===== src/rtl/stft_framer_if.sv =====
// Sample-in / frame-out stream bundle for the STFT framer.
// The framer is the master: it takes in the strobed samples and drives the frame stream.
interface stft_framer_if #(
   parameter int WL = 12,
   parameter int LN = 4
);
   logic          iEN;
   logic [WL-1:0] iDATA;
   logic          iREADY;
   logic          oVALID;
   logic [WL-1:0] oDATA;
   logic [LN-1:0] oIDX;
   logic          oSOF;
   logic          oEOF;
   logic          oOVF;

   modport master (
      input  iEN, iDATA, iREADY,
      output oVALID, oDATA, oIDX, oSOF, oEOF, oOVF
   );

   modport slave (
      output iEN, iDATA, iREADY,
      input  oVALID, oDATA, oIDX, oSOF, oEOF, oOVF
   );
endinterface


===== src/rtl/stft_framer.sv =====
// Collects strobed ADC samples in a 2N-deep circular buffer and streams the latest N
// samples as one overlapping STFT frame every HOP samples, with a one-deep pending slot.
module stft_framer #(
   parameter int WL  = 12,
   parameter int N   = 16,
   parameter int LN  = 4,
   parameter int HOP = 8
) (
   input logic           iCLK,
   input logic           iRST,
   stft_framer_if.master bus
);
   typedef enum logic [0:0] {IDLE = 1'b0, SEND = 1'b1} state_t;

   localparam int             DEPTH    = 2 * N;
   localparam logic [LN:0]    FULL     = (LN + 1)'(N);
   localparam logic [LN:0]    FULL_M1  = (LN + 1)'(N - 1);
   localparam logic [LN-1:0]  HOP_LAST = LN'(HOP - 1);
   localparam logic [LN-1:0]  IDX_LAST = LN'(N - 1);

   logic [WL-1:0] bufR [DEPTH];
   logic [LN:0]   wpR;
   logic [LN:0]   fillR;
   logic [LN-1:0] hopR;
   logic [LN-1:0] idxR;
   logic [LN:0]   baseR;
   logic [LN:0]   pendBaseR;
   logic          pendR;
   logic          ovfR;
   state_t        stateR;

   logic          trigS;
   logic          doneS;
   logic [LN:0]   trigBaseS;
   logic [LN:0]   rdAddrS;

   // Trigger detection, frame-base arithmetic (wraps modulo 2N) and read address
   always_comb begin
      trigS     = 1'b0;
      trigBaseS = wpR + (LN + 1)'(1) - FULL;
      rdAddrS   = baseR + {1'b0, idxR};
      doneS     = (stateR == SEND) && bus.iREADY && (idxR == IDX_LAST);
      if (bus.iEN) begin
         if (fillR == FULL_M1) begin
            trigS = 1'b1;
         end else if ((fillR == FULL) && (hopR == HOP_LAST)) begin
            trigS = 1'b1;
         end else begin
            trigS = 1'b0;
         end
      end else begin
         trigS = 1'b0;
      end
   end

   // Write pointer, fill and hop counters; hop only runs once the buffer holds N samples
   always_ff @(posedge iCLK) begin
      if (iRST) begin
         wpR   <= '0;
         fillR <= '0;
         hopR  <= '0;
      end else if (bus.iEN) begin
         wpR <= wpR + (LN + 1)'(1);
         if (fillR != FULL) begin
            fillR <= fillR + (LN + 1)'(1);
         end else if (hopR == HOP_LAST) begin
            hopR <= '0;
         end else begin
            hopR <= hopR + LN'(1);
         end
      end
   end

   // Sample buffer; contents are left untouched by reset
   always_ff @(posedge iCLK) begin
      if (bus.iEN && !iRST) begin
         bufR[wpR] <= bus.iDATA;
      end
   end

   // Frame sequencer with one-deep pending slot and overflow pulse
   always_ff @(posedge iCLK) begin
      if (iRST) begin
         stateR    <= IDLE;
         baseR     <= '0;
         idxR      <= '0;
         pendR     <= 1'b0;
         pendBaseR <= '0;
         ovfR      <= 1'b0;
      end else begin
         ovfR <= 1'b0;
         case (stateR)
            IDLE: begin
               if (trigS) begin
                  stateR <= SEND;
                  baseR  <= trigBaseS;
                  idxR   <= '0;
               end
            end
            SEND: begin
               if (doneS) begin
                  idxR <= '0;
                  // A coincident trigger queues behind the pending frame instead of overflowing
                  if (pendR) begin
                     baseR <= pendBaseR;
                     if (trigS) begin
                        pendBaseR <= trigBaseS;
                     end else begin
                        pendR <= 1'b0;
                     end
                  end else if (trigS) begin
                     baseR <= trigBaseS;
                  end else begin
                     stateR <= IDLE;
                  end
               end else begin
                  if (bus.iREADY) begin
                     idxR <= idxR + LN'(1);
                  end
                  if (trigS) begin
                     if (!pendR) begin
                        pendR     <= 1'b1;
                        pendBaseR <= trigBaseS;
                     end else begin
                        ovfR <= 1'b1;
                     end
                  end
               end
            end
            default: stateR <= IDLE;
         endcase
      end
   end

   assign bus.oVALID = (stateR == SEND);
   assign bus.oDATA  = (stateR == SEND) ? bufR[rdAddrS] : '0;
   assign bus.oIDX   = (stateR == SEND) ? idxR : '0;
   assign bus.oSOF   = (stateR == SEND) && (idxR == '0);
   assign bus.oEOF   = (stateR == SEND) && (idxR == IDX_LAST);
   assign bus.oOVF   = ovfR;
endmodule


===== src/flat_wrapper.sv =====
// flat-port wrapper written by rule: the top's interface ports become plain ports
module stft_framer_flat 
#(
   parameter int WL  = 12,
   parameter int N   = 16,
   parameter int LN  = 4,
   parameter int HOP = 8
)
  (iCLK, iRST, bus_iEN, bus_iDATA, bus_iREADY, bus_oVALID, bus_oDATA, bus_oIDX, bus_oSOF, bus_oEOF, bus_oOVF);
  stft_framer_if #(.WL(WL), .LN(LN)) bus_i ();
  input logic iCLK;
  input logic iRST;
  input wire logic [$bits(bus_i.iEN)-1:0] bus_iEN;
  input wire logic [$bits(bus_i.iDATA)-1:0] bus_iDATA;
  input wire logic [$bits(bus_i.iREADY)-1:0] bus_iREADY;
  output wire logic [$bits(bus_i.oVALID)-1:0] bus_oVALID;
  output wire logic [$bits(bus_i.oDATA)-1:0] bus_oDATA;
  output wire logic [$bits(bus_i.oIDX)-1:0] bus_oIDX;
  output wire logic [$bits(bus_i.oSOF)-1:0] bus_oSOF;
  output wire logic [$bits(bus_i.oEOF)-1:0] bus_oEOF;
  output wire logic [$bits(bus_i.oOVF)-1:0] bus_oOVF;
  assign bus_i.iEN = bus_iEN;
  assign bus_i.iDATA = bus_iDATA;
  assign bus_i.iREADY = bus_iREADY;
  assign bus_oVALID = bus_i.oVALID;
  assign bus_oDATA = bus_i.oDATA;
  assign bus_oIDX = bus_i.oIDX;
  assign bus_oSOF = bus_i.oSOF;
  assign bus_oEOF = bus_i.oEOF;
  assign bus_oOVF = bus_i.oOVF;
  stft_framer #(.WL(WL), .N(N), .LN(LN), .HOP(HOP)) u_core (.iCLK(iCLK), .iRST(iRST), .bus(bus_i));
endmodule

===== config.mk =====
export PLATFORM = sky130hd
export DESIGN_NAME = stft_framer_flat
export DESIGN_NICKNAME = d
export VERILOG_FILES = /design/src/rtl/stft_framer_if.sv /design/src/rtl/stft_framer.sv /design/src/flat_wrapper.sv
export SDC_FILE = /design/constraint.sdc
export NUM_CORES = 1
export LEC_CHECK = 0
export BUFFER_PORTS_ARGS = -buffer_cell sky130_fd_sc_hd__buf_4
export CAP_MARGIN = 10
export CORE_ASPECT_RATIO = 0.75
export CORE_MARGIN = 8
export CORE_UTILIZATION = 40
export CTS_CLUSTER_SIZE = 20
export DETAILED_ROUTE_END_ITERATION = 12
export PLACE_DENSITY = 0.6
export RECOVER_POWER = 25
export SLEW_MARGIN = 20
export SYNTH_ARGS = -nofsm -noshare
export SYNTH_HDL_FRONTEND = slang
export SYNTH_SLANG_ARGS = --single-unit

===== constraint.sdc =====
create_clock -name iCLK -period 3.4 [get_ports iCLK]
set_input_delay 0.68 -clock iCLK [delete_from_list [all_inputs] [get_ports iCLK]]
set_output_delay 0.68 -clock iCLK [all_outputs]
set_load 0.02 [all_outputs]

Word level (Yosys, flattened, before mapping)

Memories as Yosys holds them, arrays and structs flattened.
Cells that the tools add are included.

Register bits after elaboration: 31
Memory bits (writable): 384
Output and inout port bits: 20
Memories: 1

Memories:

| memory      | depth | bits a word | read ports | clocked after Yosys merged registers in | wr ports | line              | text |
|---|---|---|---|---|---|---|---|
| u_core.bufR | 32    | 12          | 1          | 0                                       | 1        | stft_framer.sv:21 | `logic [WL-1:0] bufR [DEPTH];` |

Add/subtract/negate cells: 6
Equality and inequality tests: 11
Multiplexer cells: 29
Bitwise logic cells: 3
Reduce and logical (&&, ||, !) cells: 15

Operators with widths:

| kind                                                   | count |
|---|---|
| two-way mux 5 bit                                      | 8 |
| two-way mux 4 bit                                      | 5 |
| two-way mux 1 bit                                      | 12 |
| two-way mux 12 bit                                     | 1 |
| adder 5 x 1 -> 5 bit (second input constant)           | 2 |
| one-hot mux 5 bit (2 select lines)                     | 1 |
| adder 4 x 1 -> 4 bit (second input constant)           | 2 |
| one-hot mux 4 bit (2 select lines)                     | 1 |
| AND reduction 2 bit                                    | 4 |
| logical AND 1 bit                                      | 6 |
| inequality test 2 bit (second input constant)          | 3 |
| adder 5 x 4 -> 5 bit                                   | 1 |
| == test 5 x 4 -> 1 bit (second input constant)         | 1 |
| == test 5 bit (second input constant)                  | 1 |
| inequality test 5 bit (second input constant)          | 1 |
| AND reduction 5 bit                                    | 1 |
| subtractor 5 bit (second input constant)               | 1 |
| == test 4 x 3 -> 1 bit (second input constant)         | 1 |
| == test 4 bit (second input constant)                  | 1 |
| zero test 4 bit                                        | 1 |
| inequality test 2 x 1 -> 1 bit (second input constant) | 2 |
| OR reduction 4 bit                                     | 1 |
| inequality test 3 bit (second input constant)          | 1 |
| inverter 1 bit                                         | 3 |
| other kinds (3)                                        | 3 |

Longest topological paths before layout

Depth in word-level cells: 9
Mapped depth: 11
Mapped depth without buffers: 9

Least setup slack after synthesis

OpenSTA, ideal clock, no wires.

Path type: register to output
Start point: register u_core.idxR[0]
End point: output bus_oDATA[0]
Arrival time: 2.551 ns
Slack: 0.169 ns
Stages on the path, launching flop included: 10
Buffers on the path: 1
Cell sequence: dfxtp_1 -> ha_1 -> inv_1 -> fa_1 -> xnor2_2 -> buf_2 -> mux4_2 -> o21ai_1 -> nand2_1 -> and4_1

Cells in the longest elaborated chain, start to end: 3

RTL lines:

| what                      | line               | text |
|---|---|---|
| start, declared           | stft_framer.sv:25  | `logic [LN-1:0] idxR;` |
| start signal, assigned    | stft_framer.sv:118 | `idxR <= idxR + LN'(1);` |
| adder 5 x 4 -> 5 bit      | stft_framer.sv:41  | `rdAddrS = baseR + {1'b0, idxR};` |
| memory read (32 x 12 bit) | --                 |  |
| two-way mux 12 bit        | stft_framer.sv:136 | `assign bus.oDATA = (stateR == SEND) ? bufR[rdAddrS] : '0;` |
| end, declared             | flat_wrapper.sv:17 | `output wire logic [$bits(bus_i.oDATA)-1:0] bus_oDATA;` |

No other way between the ends.

Worst setup path in the final report

Start point: register u_core.baseR[0]
End point: output bus_oDATA[1]

Cells in the longest elaborated chain, start to end: 3

RTL lines:

| what                      | line               | text |
|---|---|---|
| start, declared           | stft_framer.sv:26  | `logic [LN:0] baseR;` |
| start signal, assigned    | stft_framer.sv:96  | `baseR <= trigBaseS;` |
| start signal, assigned    | stft_framer.sv:105 | `baseR <= pendBaseR;` |
| start signal, assigned    | stft_framer.sv:112 | `baseR <= trigBaseS;` |
| adder 5 x 4 -> 5 bit      | stft_framer.sv:41  |  |
| memory read (32 x 12 bit) | --                 |  |
| two-way mux 12 bit        | stft_framer.sv:136 |  |

No other way between the ends.

==> results.md <==
| Quantity | Reported | Unit |
| --- | --- | --- |
| Worst R2R Start | u_core.wpR[0] | - |
| Count of mapped cells out of synthesis | 1,062 | - |
| Residual DRC count | 0 | - |
| Global-route wire length before repair | 59.6 | mm |
| Min-Delay Startpoint | bus_iREADY | - |
| Portion of synthesized cell area occupied by the leading cell type | 69.4 | % |
| Number of nets in the layout | 1,227 | - |
| Y dimension of the die | 193 | um |
| Count of H-tree levels built during CTS | 2 | - |
| Leak pwr | 6.72 | nW |
| Antenna-violating nets left | 0 | - |
| Net count after synthesis | 1,093 | - |
| Detailed placer's ending HPWL | 24.3 | mm |
| Netlist Area Pre-Place | 16,600 | um2 |
| Initial antenna violation count | 0 | - |
| Via count of the first global-routing pass | 9,554 | - |
| Total power density per cell area | 499 | nW/um2 |
| Number of top-level pins | 36 | - |
| Worst min-delay path category | input port to register | - |
| Cell area after layout | 20,400 | um2 |
| Clock tree from TritonCTS | done | - |
| Launching instance or port of the critical path | u_core.baseR[0] | - |
| Critical Path RT | 2.72 | ns |
| Outcome | complete, but fails checks | - |
| Synth Area per Inst | 15.6 | um2 |
| Share of cells above drive strength 1 | 28.0 | % |
| CTS buffer count | 42 | - |
| Number of distinct standard cells referenced by the synthesized netlist | 46 | - |
| Number of flip-flops and latches in the synthesized netlist | 415 | - |
| Full die area | 48,400 | um2 |
| Clock Tree Buf Depth | 3 | - |
| Most frequent cells in the layout | sky130_fd_sc_hd__edfxtp_1 (384), sky130_fd_sc_hd__nand2_1 (182), sky130_fd_sc_hd__buf_4 (93) | - |
| Transition time of the tightest slew-check pin | 1.72 | ns |
| EDFF count, synth | 384 | - |
| Final Hold Vio Count | 0 | - |
| Row cnt | 64 | - |
| Async S/R FF share, synth | 0 | % |
| Most common cell after layout, fill and taps aside | sky130_fd_sc_hd__edfxtp_1 | - |
| Cell area after placement | 18,300 | um2 |
| Yosys synthesis warning count | 0 | - |
| Final GP Congestion | 0.835 | - |
| Maxcap violations | 9 | - |
| Initial drt markers | 881 | - |
| Minimum setup slack in the final design | -0.462 | ns |
| Total Power | 10.2 | mW |
| All-layer global routing usage | 16.2 | % |
| Number of buffers added to fix hold violations after cts | 0 | - |
| Routed len/inst | 22.7 | um |
| Peak fanout along the critical path | 6 | - |
| Count of final max-slew check failures | 296 | - |
| Tcrit/Tclk final | 114 | % |
| Die Width | 251 | um |
| Pre-Repair DR Iteration Count | 5 | - |
| Post-synthesis to final-layout area growth | 22.8 | % |
| Aggregate global routing overflow | 0 | - |
| Final critical-path required period | 3.86 | ns |
| Top cells by area, synth | sky130_fd_sc_hd__edfxtp_1 (69%), sky130_fd_sc_hd__mux4_2 (7.7%), sky130_fd_sc_hd__nand2_1 (4.2%) | - |
| Arrival @ worst endpoint | 3.18 | ns |
| Top cell type by total area after synthesis | sky130_fd_sc_hd__edfxtp_1 | - |
| Maximum vdd ir drop | 427 | uV |
| Crit. End Element | output port | - |
| Initial Utilization | 40.7 | % |
| Root Driver | sky130_fd_sc_hd__clkbuf_16 | - |
| Worst skew pair latency | 0.55 | ns |
| Total number of vias | 9,514 | - |
| Clock slew seen by the registers of the worst setup and hold paths | 0.06 | ns |
| Drt total wl | 39.8 | mm |
| Sequential share of the synthesized area | 73.1 | % |
| Final setup vio count | 12 | - |
| Highest achievable clock rate | 259 | MHz |
| Critical path startpoint category | register | - |
| Number of buffer cells added on primary ports | 35 | - |
| Setup Crit Path Kind | register to output port | - |
| Clock sinks | 415 | - |
| Final core utilization | 49.9 | % |
| Maximum number of pins on one net before global-route repair | 34 | - |
| Most frequently used flop master after synthesis | sky130_fd_sc_hd__edfxtp_1 | - |
| Setup Skew | 0.0247 | ns |
| Unrepaired setup endpoints after global routing | yes | - |
| Via/cell ratio | 5.42 | - |
| Violations in the final reports | max-capacitance violations, max-slew violations, negative setup slack | - |
| Core footprint | 40,800 | um2 |
| Headroom to the max-slew limit | -14.9 | % |
final timing paths:
| kind | to | slack (ns) | cells past startpoint |
|---|---|---|---|
| worst max-delay path | bus_oDATA[1] | -0.46 | 13 |
| worst min-delay path | u_core.idxR[0] | 0.47 | 3 |
| worst max register to register | u_core.bufR[15][3] | 1.25 | 5 |
| worst min register to register | u_core.hopR[1] | 0.49 | 2 |
stage by stage:
stage / std cells / hold slack, ns / setup WS, ns / setup TNS (ns)
6_report: 1754 / 0.471 / -0.462 / -4.94
5_1_grt: 1753 / 0.457 / -0.578 / -6.48
4_1_cts: 1748 / 0.450 / -0.568 / -6.38
3_5_place_dp: 1664 / 0.485 / -0.241 / -1.50
3_3_place_gp: 1664 / 0.464 / -0.164 / -0.850
2_1_floorplan: 1062 / 0.453 / 0.169 / 0
layer usage:
layer | up-vias | track usage [%] | share of wire [%]
li1 | 4337 | - | -
met1 | 4839 | 23.4 | 46
met2 | 275 | 24.7 | 45
met3 | 63 | 3.43 | 6.7
met4 | 0 | 4.49 | 2.1
met5 | - | 0 | 0
kinds of logic (layout without fill, tap and decap cells):
kind of cell             Yosys count  after routing  synth area share [%]
multiplexers                      86             86                  9.47
adder cells (fa/ha/maj)           15             15                  1.17
buffers and inverters             70            233                  1.75
AO/OA/AOI/OAI                     96             96                  3.80
other                              0              1                     0
XOR/XNOR                          18             18                 0.994
AND/OR/NAND/NOR                  362            362                  9.68
flip-flops                       415            415                  73.1
registers in the layout, summed over array words and instances, names as in the netlist, 4 cells and up:
name / count
u_core.idxR: 4
u_core.hopR: 4
u_core.pendBaseR: 5
u_core.wpR: 5
u_core.baseR: 5
u_core.fillR: 5
u_core.bufR: 384
area by class of cell:
cell class	count	area, um2
multi-input combinational	577	4720
clock inverter	19	173
tap	528	661
inverter	9	33.8
clock buffer	54	1120
sequential	415	12200
timing repair buffer	151	1530
antenna	1	2.50
fill	3404	20400
synth_stat cells (2+ instances only):
| master | count |
|---|---|
| sky130_fd_sc_hd__nor3_1 | 4 |
| sky130_fd_sc_hd__clkbuf_1 | 36 |
| sky130_fd_sc_hd__xnor2_1 | 7 |
| sky130_fd_sc_hd__a32o_1 | 2 |
| sky130_fd_sc_hd__nor2b_1 | 5 |
| sky130_fd_sc_hd__o21ai_0 | 15 |
| sky130_fd_sc_hd__nand3_1 | 47 |
| sky130_fd_sc_hd__inv_1 | 9 |
| sky130_fd_sc_hd__nand2_1 | 186 |
| sky130_fd_sc_hd__buf_1 | 5 |
| sky130_fd_sc_hd__ha_1 | 14 |
| sky130_fd_sc_hd__a32oi_1 | 23 |
| sky130_fd_sc_hd__dfxtp_1 | 31 |
| sky130_fd_sc_hd__o211a_1 | 2 |
| sky130_fd_sc_hd__o21ai_1 | 10 |
| sky130_fd_sc_hd__and3_1 | 13 |
| sky130_fd_sc_hd__or2_2 | 2 |
| sky130_fd_sc_hd__and2_1 | 8 |
| sky130_fd_sc_hd__o22ai_1 | 4 |
| sky130_fd_sc_hd__and4_1 | 11 |
| sky130_fd_sc_hd__edfxtp_1 | 384 |
| sky130_fd_sc_hd__nor2_1 | 69 |
| sky130_fd_sc_hd__a21oi_1 | 18 |
| sky130_fd_sc_hd__nand3b_1 | 3 |
| sky130_fd_sc_hd__nand4_1 | 7 |
| sky130_fd_sc_hd__a31oi_1 | 16 |
| sky130_fd_sc_hd__mux2i_1 | 29 |
| sky130_fd_sc_hd__xor2_1 | 10 |
| sky130_fd_sc_hd__mux4_2 | 57 |
| sky130_fd_sc_hd__buf_2 | 19 |
what timing repair did:
| item | in CTS | in global routing |
|---|---|---|
| setup endpoints to repair | 12 | 12 |
| pin swaps | 17 | 36 |
| gates resized for setup | 61 | 76 |
| gates cloned | 2 | 4 |
| setup buffers | 10 | 6 |
| endpoints found under the hold margin | 0 | 0 |
critical path: stages, from the launching register on:
cell and delay [ns]:
sky130_fd_sc_hd__dfxtp_2 0.35, sky130_fd_sc_hd__ha_4 0.14, sky130_fd_sc_hd__inv_2 0.03, sky130_fd_sc_hd__fa_2 0.39, sky130_fd_sc_hd__xnor2_4 0.23, sky130_fd_sc_hd__buf_12 0.18, sky130_fd_sc_hd__clkbuf_16 0.15, sky130_fd_sc_hd__buf_4 0.11
sky130_fd_sc_hd__nand2_1 0.06, sky130_fd_sc_hd__a32oi_2 0.24, sky130_fd_sc_hd__a31oi_2 0.16, sky130_fd_sc_hd__o21ai_1 0.20, sky130_fd_sc_hd__and4_1 0.26, sky130_fd_sc_hd__buf_4 0.16
power breakdown:
part	internal [mW]	total, mW	switching [mW]
Sequential	5.60	5.61	0.0139
Clock	2.54	4.40	1.85
Combinational	0.0391	0.176	0.137
Power figures use the tool's default switching activity.
